### src/rtl/sync_fifo_param.sv
// Parametrised single-clock FIFO with optional first-word fall-through, almost-full/empty
// thresholds, synchronous flush and sticky overflow/underflow flags.
module sync_fifo_param #(
  parameter int DATA_W     = 32,
  parameter int ADDR_W     = 5,
  parameter bit FWFT       = 1'b0,
  parameter int AFULL_THR  = (1 << ADDR_W) - 4,
  parameter int AEMPTY_THR = 2
) (
  input  logic              clk,
  input  logic              rst_n,
  input  logic              flush,
  input  logic              wr_en,
  input  logic [DATA_W-1:0] din,
  input  logic              rd_en,
  output logic [DATA_W-1:0] dout,
  output logic              empty,
  output logic              full,
  output logic              almost_empty,
  output logic              almost_full,
  output logic [ADDR_W:0]   level,
  output logic              overflow,
  output logic              underflow
);
  localparam int DEPTH = 1 << ADDR_W;
  localparam logic [ADDR_W:0] DEPTH_L = (ADDR_W+1)'(DEPTH);
  localparam logic [ADDR_W:0] AF_L    = (ADDR_W+1)'(AFULL_THR);
  localparam logic [ADDR_W:0] AE_L    = (ADDR_W+1)'(AEMPTY_THR);

  logic [DATA_W-1:0] mem [DEPTH];
  logic [ADDR_W-1:0] wr_ptr, rd_ptr;
  logic              rd_ok, wr_ok;
  logic [ADDR_W:0]   level_next;

  // A full FIFO still takes a push when the same cycle pops a word.
  assign rd_ok = rd_en && !empty;
  assign wr_ok = wr_en && (!full || rd_ok);

  always_comb begin
    level_next = level;
    if (flush) level_next = '0;
    else       level_next = level + (ADDR_W+1)'(wr_ok) - (ADDR_W+1)'(rd_ok);
  end

  // Storage is never reset or flushed; only the pointers are.
  always_ff @(posedge clk) begin
    if (wr_ok && !flush) mem[wr_ptr] <= din;
  end

  always_ff @(posedge clk or negedge rst_n) begin
    if (!rst_n) begin
      wr_ptr       <= '0;
      rd_ptr       <= '0;
      level        <= '0;
      empty        <= 1'b1;
      full         <= 1'b0;
      almost_empty <= 1'b1;
      almost_full  <= 1'b0;
      overflow     <= 1'b0;
      underflow    <= 1'b0;
    end else begin
      level        <= level_next;
      empty        <= (level_next == '0);
      full         <= (level_next == DEPTH_L);
      almost_empty <= (level_next <= AE_L);
      almost_full  <= (level_next >= AF_L);
      if (flush) begin
        wr_ptr    <= '0;
        rd_ptr    <= '0;
        overflow  <= 1'b0;
        underflow <= 1'b0;
      end else begin
        if (wr_ok) wr_ptr <= wr_ptr + 1'b1;
        if (rd_ok) rd_ptr <= rd_ptr + 1'b1;
        if (wr_en && !wr_ok) overflow  <= 1'b1;
        if (rd_en && !rd_ok) underflow <= 1'b1;
      end
    end
  end

  generate
    if (FWFT) begin : g_fwft
      assign dout = mem[rd_ptr];
    end else begin : g_reg
      logic [DATA_W-1:0] dout_q;
      always_ff @(posedge clk or negedge rst_n) begin
        if (!rst_n)     dout_q <= '0;
        else if (flush) dout_q <= '0;
        else if (rd_ok) dout_q <= mem[rd_ptr];
      end
      assign dout = dout_q;
    end
  endgenerate

endmodule

### config.mk
export PLATFORM = sky130hd
export DESIGN_NAME = sync_fifo_param
export DESIGN_NICKNAME = d
export VERILOG_FILES = /design/src/rtl/sync_fifo_param.sv
export SDC_FILE = /design/constraint.sdc
export NUM_CORES = 1
export LEC_CHECK = 0
export ABC_CLOCK_PERIOD_IN_PS = 3480
export CAP_MARGIN = 20
export CELL_PAD_IN_SITES_DETAIL_PLACEMENT = 1
export CELL_PAD_IN_SITES_GLOBAL_PLACEMENT = 1
export CORE_MARGIN = 2
export CORE_UTILIZATION = 35
export CTS_CLUSTER_DIAMETER = 50
export DETAILED_ROUTE_END_ITERATION = 10
export HOLD_SLACK_MARGIN = 0.02
export PLACE_DENSITY_LB_ADDON = 0.2
export SLEW_MARGIN = 20
export SYNTH_ARGS = -nofsm -noshare
export SYNTH_HDL_FRONTEND = slang
export SYNTH_SLANG_ARGS = --single-unit
### constraint.sdc
create_clock -name clk -period 3.48 [get_ports clk]
set_input_delay 0.348 -clock clk [delete_from_list [all_inputs] [get_ports clk]]
set_output_delay 0.348 -clock clk [all_outputs]
set_load 0.05 [all_outputs]
* Yosys cells after proc, flatten, opt, wreduce, memory -nomap -nowiden
Memories as Yosys holds them, arrays and structs flattened.
Cells that the tools add are included.
** Cells by class
- Add/subtract/negate cells :: 4
- $lt $le $gt $ge :: 2
- Equal/unequal tests :: 1
- Mux-type cells :: 13
- Reductions and logical operators :: 16
** Operators by type and width (count)
- $mux 32 :: 2
- $mux 5 :: 4
- $add 5x1->5 const B :: 2
- $reduce_bool 2->1 :: 4
- $add 6x1->6 :: 1
- $eq 6x6->1 const B :: 1
- $ge 6x5->1 const B :: 1
- $le 6x2->1 const B :: 1
- $logic_not 6->1 :: 1
- $mux 1 :: 6
- $mux 6 :: 1
- $sub 6x1->6 :: 1
- $logic_and 1x1->1 :: 5
- $logic_not 1->1 :: 5
- $logic_or 1x1->1 :: 1
** Word-level totals
- Register bits :: 54
- Bits in writable memories :: 1024
- Bits of input ports :: 37
- Output and inout port bits :: 44
- Logic and storage cells :: 47
- Memories kept :: 1
** Memory list
- mem :: words 32, bits a word 32, rd ports 1, clocked after Yosys merged registers in 0, write ports 1, RTL line 30 : logic [DATA_W-1:0] mem [DEPTH];

* Depth between registers and ports, before layout
- Word-level depth :: 8
- Gate-level depth with buffers :: 12
- Mapped depth without buffers :: 12

* Worst setup path before layout
Ideal clock, no wire load.
- Path kind :: register to register
- From :: register empty
- To :: memory mem[28][0], enable pin
- Setup time :: 0.421 ns
- Data arrival time :: 2.916 ns
- Required time :: 3.059 ns
- Path slack :: 0.143 ns
- Cell stages (with the launch flop) :: 7
- Buffers on the path :: 0
- Period minus slack after synthesis :: 3.337 ns
- Cells stage by stage :: dfstp_2 > nand2b_2 > a21boi_1 > inv_1 > nor2_1 > nand2_1 > nor2_1
** Between the ends
- Word-level cells in the longest chain between the ends :: 7
** Ends and longest elaborated chain
- from (decl) :: RTL line 17 : output logic empty,
- from (signal assigned) :: RTL line 63 : empty <= (level_next == '0);
- $logic_not 1->1 :: RTL line 36 : assign rd_ok = rd_en && !empty;
- $logic_and 1x1->1 :: RTL line 36
- $logic_or 1x1->1 :: RTL line 37 : assign wr_ok = wr_en && (!full || rd_ok);
- $logic_and 1x1->1 :: RTL line 37
- $logic_and 1x1->1 :: RTL line 47 : if (wr_ok && !flush) mem[wr_ptr] <= din;
- $mux 1 :: RTL line 47
- $mux 1 (implied by the code) :: RTL line 47
- to (decl) :: RTL line 30
No other way between the ends.

* Worst setup path after layout
- From :: register empty
- To :: register full
** Between the ends
- Word-level cells in the longest chain between the ends :: 8
** Ends and longest elaborated chain
- $logic_not 1->1 (*) :: RTL line 36
- $logic_and 1x1->1 (*) :: RTL line 36
- $logic_or 1x1->1 :: RTL line 37
- $logic_and 1x1->1 :: RTL line 37
- $add 6x1->6 :: RTL line 42 : else level_next = level + (ADDR_W+1)'(wr_ok) - (ADDR_W+1)'(rd_ok);
- $sub 6x1->6 (*) :: RTL line 42
- $mux 6 (*) :: RTL line 41 : if (flush) level_next = '0;
- $eq 6x6->1 (*) :: RTL line 64 : full <= (level_next == DEPTH_L);
- to (signal assigned) :: RTL line 64
- to (decl) :: RTL line 18 : output logic full,
Every way passes the cells marked *; elsewhere a longest branch is shown, timed or not.
A chain may end at the register's enable or synchronous reset.

==> summary.md <==
| Metric | Value |
|---|---|
| First-pass GRT wire length | `164 mm` |
| Pin count of the biggest net entering global routing | `55` |
| Worst Setup EP | `full$_DFF_PN0_` |
| Netlist Area Pre-Place | `41700 µm²` |
| Clk_lat worst skew | `690 ps` |
| Synth unique cells | `51` |
| # IOs | `a little over 80` |
| Rel. slew slack | `0.360` |
| Layout cells sized above 1 | `0.230` |
| Die area | `122000 µm²` |
| # port buffers | `80` |
| Routed wl met2 | `52.1 mm` |
| Fin crit share | `0.840` |
| Hold Fails Final Rpt | `0` |
| Root Buffer | `clkbuf_16` |
| Clock Skew | `25.5 ps` |
| Unrepaired setup endpoints after global routing | `false` |
| Nets | `2351` |
| Core area | `between 100000 and 150000 µm²` |
| DR iter-0 viols | `1950` |
| Met3 routed WL | `approximately 6.1 mm` |
| Antenna violations before repair | `2` |
| CTS tree | `done` |
| Worst Reg-to-Reg Cells | `12` |
| Status | `finished clean` |
| Syn. warnings | `0` |
| Final WL | `113 mm` |
| Vias in the first global route | `22700` |
| RR Endpoint | `full$_DFF_PN0_` |
| H-tree depth | `3` |
| Die H | `349 µm` |
| Max Cap Violations | `0` |
| R2R Setup Slk | `560 ps` |
| Syn nets | `2124` |
| Peak VDD IR | `approximately 0.43 mV` |
| Pwr dens | `647 nW/µm²` |
| Clock Sinks | `between 1000 and 1500` |
| Drt drc | `0` |
| Maximum root-to-sink buffer count | `3` |
| # setup viols final | `0` |
| HP Class | `in2reg` |
| GRT Total Usage | `0.186` |
| GPL Wtd Cong | `around 0.81` |
| P_leak | `15.7 nW` |
| CP Data Required Time | `4100 ps` |
| Mapped Cells | `roughly 2100` |
| Final instance area | `between 40000 and 50000 µm²` |
| Final Max Slew Viols | `0` |
| Die width | `roughly 350 µm` |
| Sequential fraction of the synthesis area | `0.770` |
| Total gr overflow | `0` |
| Final min period | `about 3000 ps` |
| Ys async rst share | `0.0501` |
| Total Power | `32.0 mW` |
| EDFF count, synth | `1024` |
| Drt wl/cell | `28.5 µm` |
| Worst path arrival time | `3550 ps` |
| Critical path origin | `empty$_DFF_PN1_` |
| CP max FO | `4` |
| Placed Area | `45500 µm²` |
| Yosys reg bits | `1078` |
| Area growth syn-to-layout | `18.5%` |
| Max layer used | `met4` |
| Setup TNS | `0 ps` |
| Dpl hpwl | `67.4 mm` |
| Type of destination of the critical path | `flip-flop` |
| Cts bufs inserted | `121` |
| Util after Layout | `0.419` |
| Peak Freq | `342 MHz` |
| Clock-pin slew on the worst setup and hold paths | `around 60 ps` |
| Crit Path Class | `reg2reg` |
| Row cnt | `126` |
| Met1 WL | `52.3 mm` |
| Mean Syn Cell Area | `20.1 µm²` |
| Antenna-violating nets left | `0` |
| R2R Path Start | `empty$_DFF_PN1_` |
| Worst slew pin tran | `approximately 960 ps` |
| Vias per std cell | `5.37` |
| Primary FF master, synth | `edfxtp_1` |
| Initial Util | `0.353` |
| CP startpoint kind | `flip-flop` |
| DR vias | `between 20000 and 25000` |
| Drt pass-1 iters | `5` |
==> routing by layer <==
metal | vias to the layer above | track usage
met5 | - | 0
met4 | 0 | 0.0450
met3 | 136 | 0.0318
met2 | 574 | 0.290
met1 | 11500 | 0.273
li1 | 8991 | -
==> synthesized netlist by cell type (15+ instances only) <==
cell,count,area [µm²]
dfrtp_1,52,1300
a211o_1,31,272
edfxtp_1,1024,30700
a22o_1,19,166
a21oi_1,37,185
nand2_1,44,165
nor2_1,93,349
a221o_1,19,190
buf_2,30,150
mux4_2,160,3600
buf_4,24,180
mux2i_1,205,2050
buf_6,15,169
o22ai_1,52,325
a22oi_1,25,188
o21ai_0,30,150
clkbuf_1,41,154
nor3_1,31,155
==> layout by cell type, fill, tap and decap left out, types with 11 or more instances in the layout <==
| cell type | instances |
|---|---|
| edfxtp_1 | 1024 |
| a221o_1 | 19 |
| nor2_4 | 31 |
| mux2_2 | 13 |
| nor3_1 | 31 |
| clkbuf_1 | 32 |
| ha_1 | 11 |
| a211o_1 | 31 |
| bufinv_16 | 14 |
| clkinv_2 | 19 |
| nand2_1 | 44 |
| o2111ai_1 | 13 |
| mux4_2 | 160 |
| clkdlybuf4s50_1 | 72 |
| o21ai_0 | 30 |
| nor2_1 | 63 |
| a22oi_1 | 25 |
| clkinv_1 | 19 |
| mux2i_1 | 205 |
| dfrtp_1 | 47 |
| o22a_1 | 12 |
| buf_4 | 107 |
| o22ai_1 | 52 |
| a22o_1 | 19 |
| a21oi_1 | 37 |
| clkbuf_16 | 121 |
| buf_12 | 34 |
==> through the flow <==
step	instances	hold slack, ps	worst slack (ps)
after floorplan	2075	52.4	143
after global placement	3714	487	221
after detailed placement	3714	509	223
after CTS	3942	256	564
after global routing	3942	190	342
final	3943	179	556
==> report_power, final <==
| part | internal (mW) | total (mW) | switching [mW] |
|---|---|---|---|
| logic | 2.01 | 4.69 | 2.69 |
| registers | 14.4 | 14.7 | 0.248 |
| clock network | 7.51 | 12.6 | 5.12 |
==> sequential cells by signal, indices dropped and copies added, names as in the netlist <==
| name | count |
|---|---|
| level | 6 |
| rd_ptr | 5 |
| mem | 1024 |
| dout | 32 |
| underflow | 1 |
| almost_full | 1 |
| almost_empty | 1 |
| overflow | 1 |
| empty | 1 |
| wr_ptr | 5 |
| full | 1 |
==> area by class of cell <==
type                            count  area [µm²]
Tap cell                         1536        1920
Clock inverter                     70         739
Inverter                           11        41.3
Sequential cell                  1078       32100
Timing Repair Buffer              221        2250
Antenna cell                        1        2.50
Multi-Input combinational cell    869        9150
Fill cell                       11100       68700
Clock buffer                      157        3200
==> logic make-up after synthesis <==
family	synth area share
flip-flops	0.770
multiplexers	0.141
AO/OA/AOI/OAI	0.0438
AND/OR/NAND/NOR	0.0215
buffers and inverters	0.0173
XOR/XNOR	0.00252
adder cells (fa/ha/maj)	0.00378
==> repair_timing <==
item                       4_1_cts  5_1_grt
setup endpoints to repair        0        0
hold endpoints to repair        52        0
resized for setup                0        0
hold buffers                     1        0
setup buffers                    0        0
==> critical path, stage by stage, from the launching register on <==
cell and delay, ps:
dfstp_2 540, nand2b_2 120, buf_4 140, clkinv_1 80, ha_1 290, inv_1 40, ha_1 200, fa_1 450
a21o_1 180, a21oi_1 170, xor2_1 290, a41oi_1 200, nor2b_1 150
==> how the worst min path moves through the flow <==
stage	to	from	slack [ps]	cells past startpoint
2_1_floorplan	almost_full$_DFF_PN0_	rst_n	50	0
3_3_place_gp	underflow$_DFFE_PN0P_	underflow$_DFFE_PN0P_	490	2
3_5_place_dp	underflow$_DFFE_PN0P_	underflow$_DFFE_PN0P_	510	2
4_1_cts	mem[6][21]$_DFFE_PP_	din[21]	260	1
5_1_grt	mem[1][23]$_DFFE_PP_	din[23]	190	1
6_report	mem[8][23]$_DFFE_PP_	din[23]	180	1
Note: power is estimated with default switching activity, not from simulation.
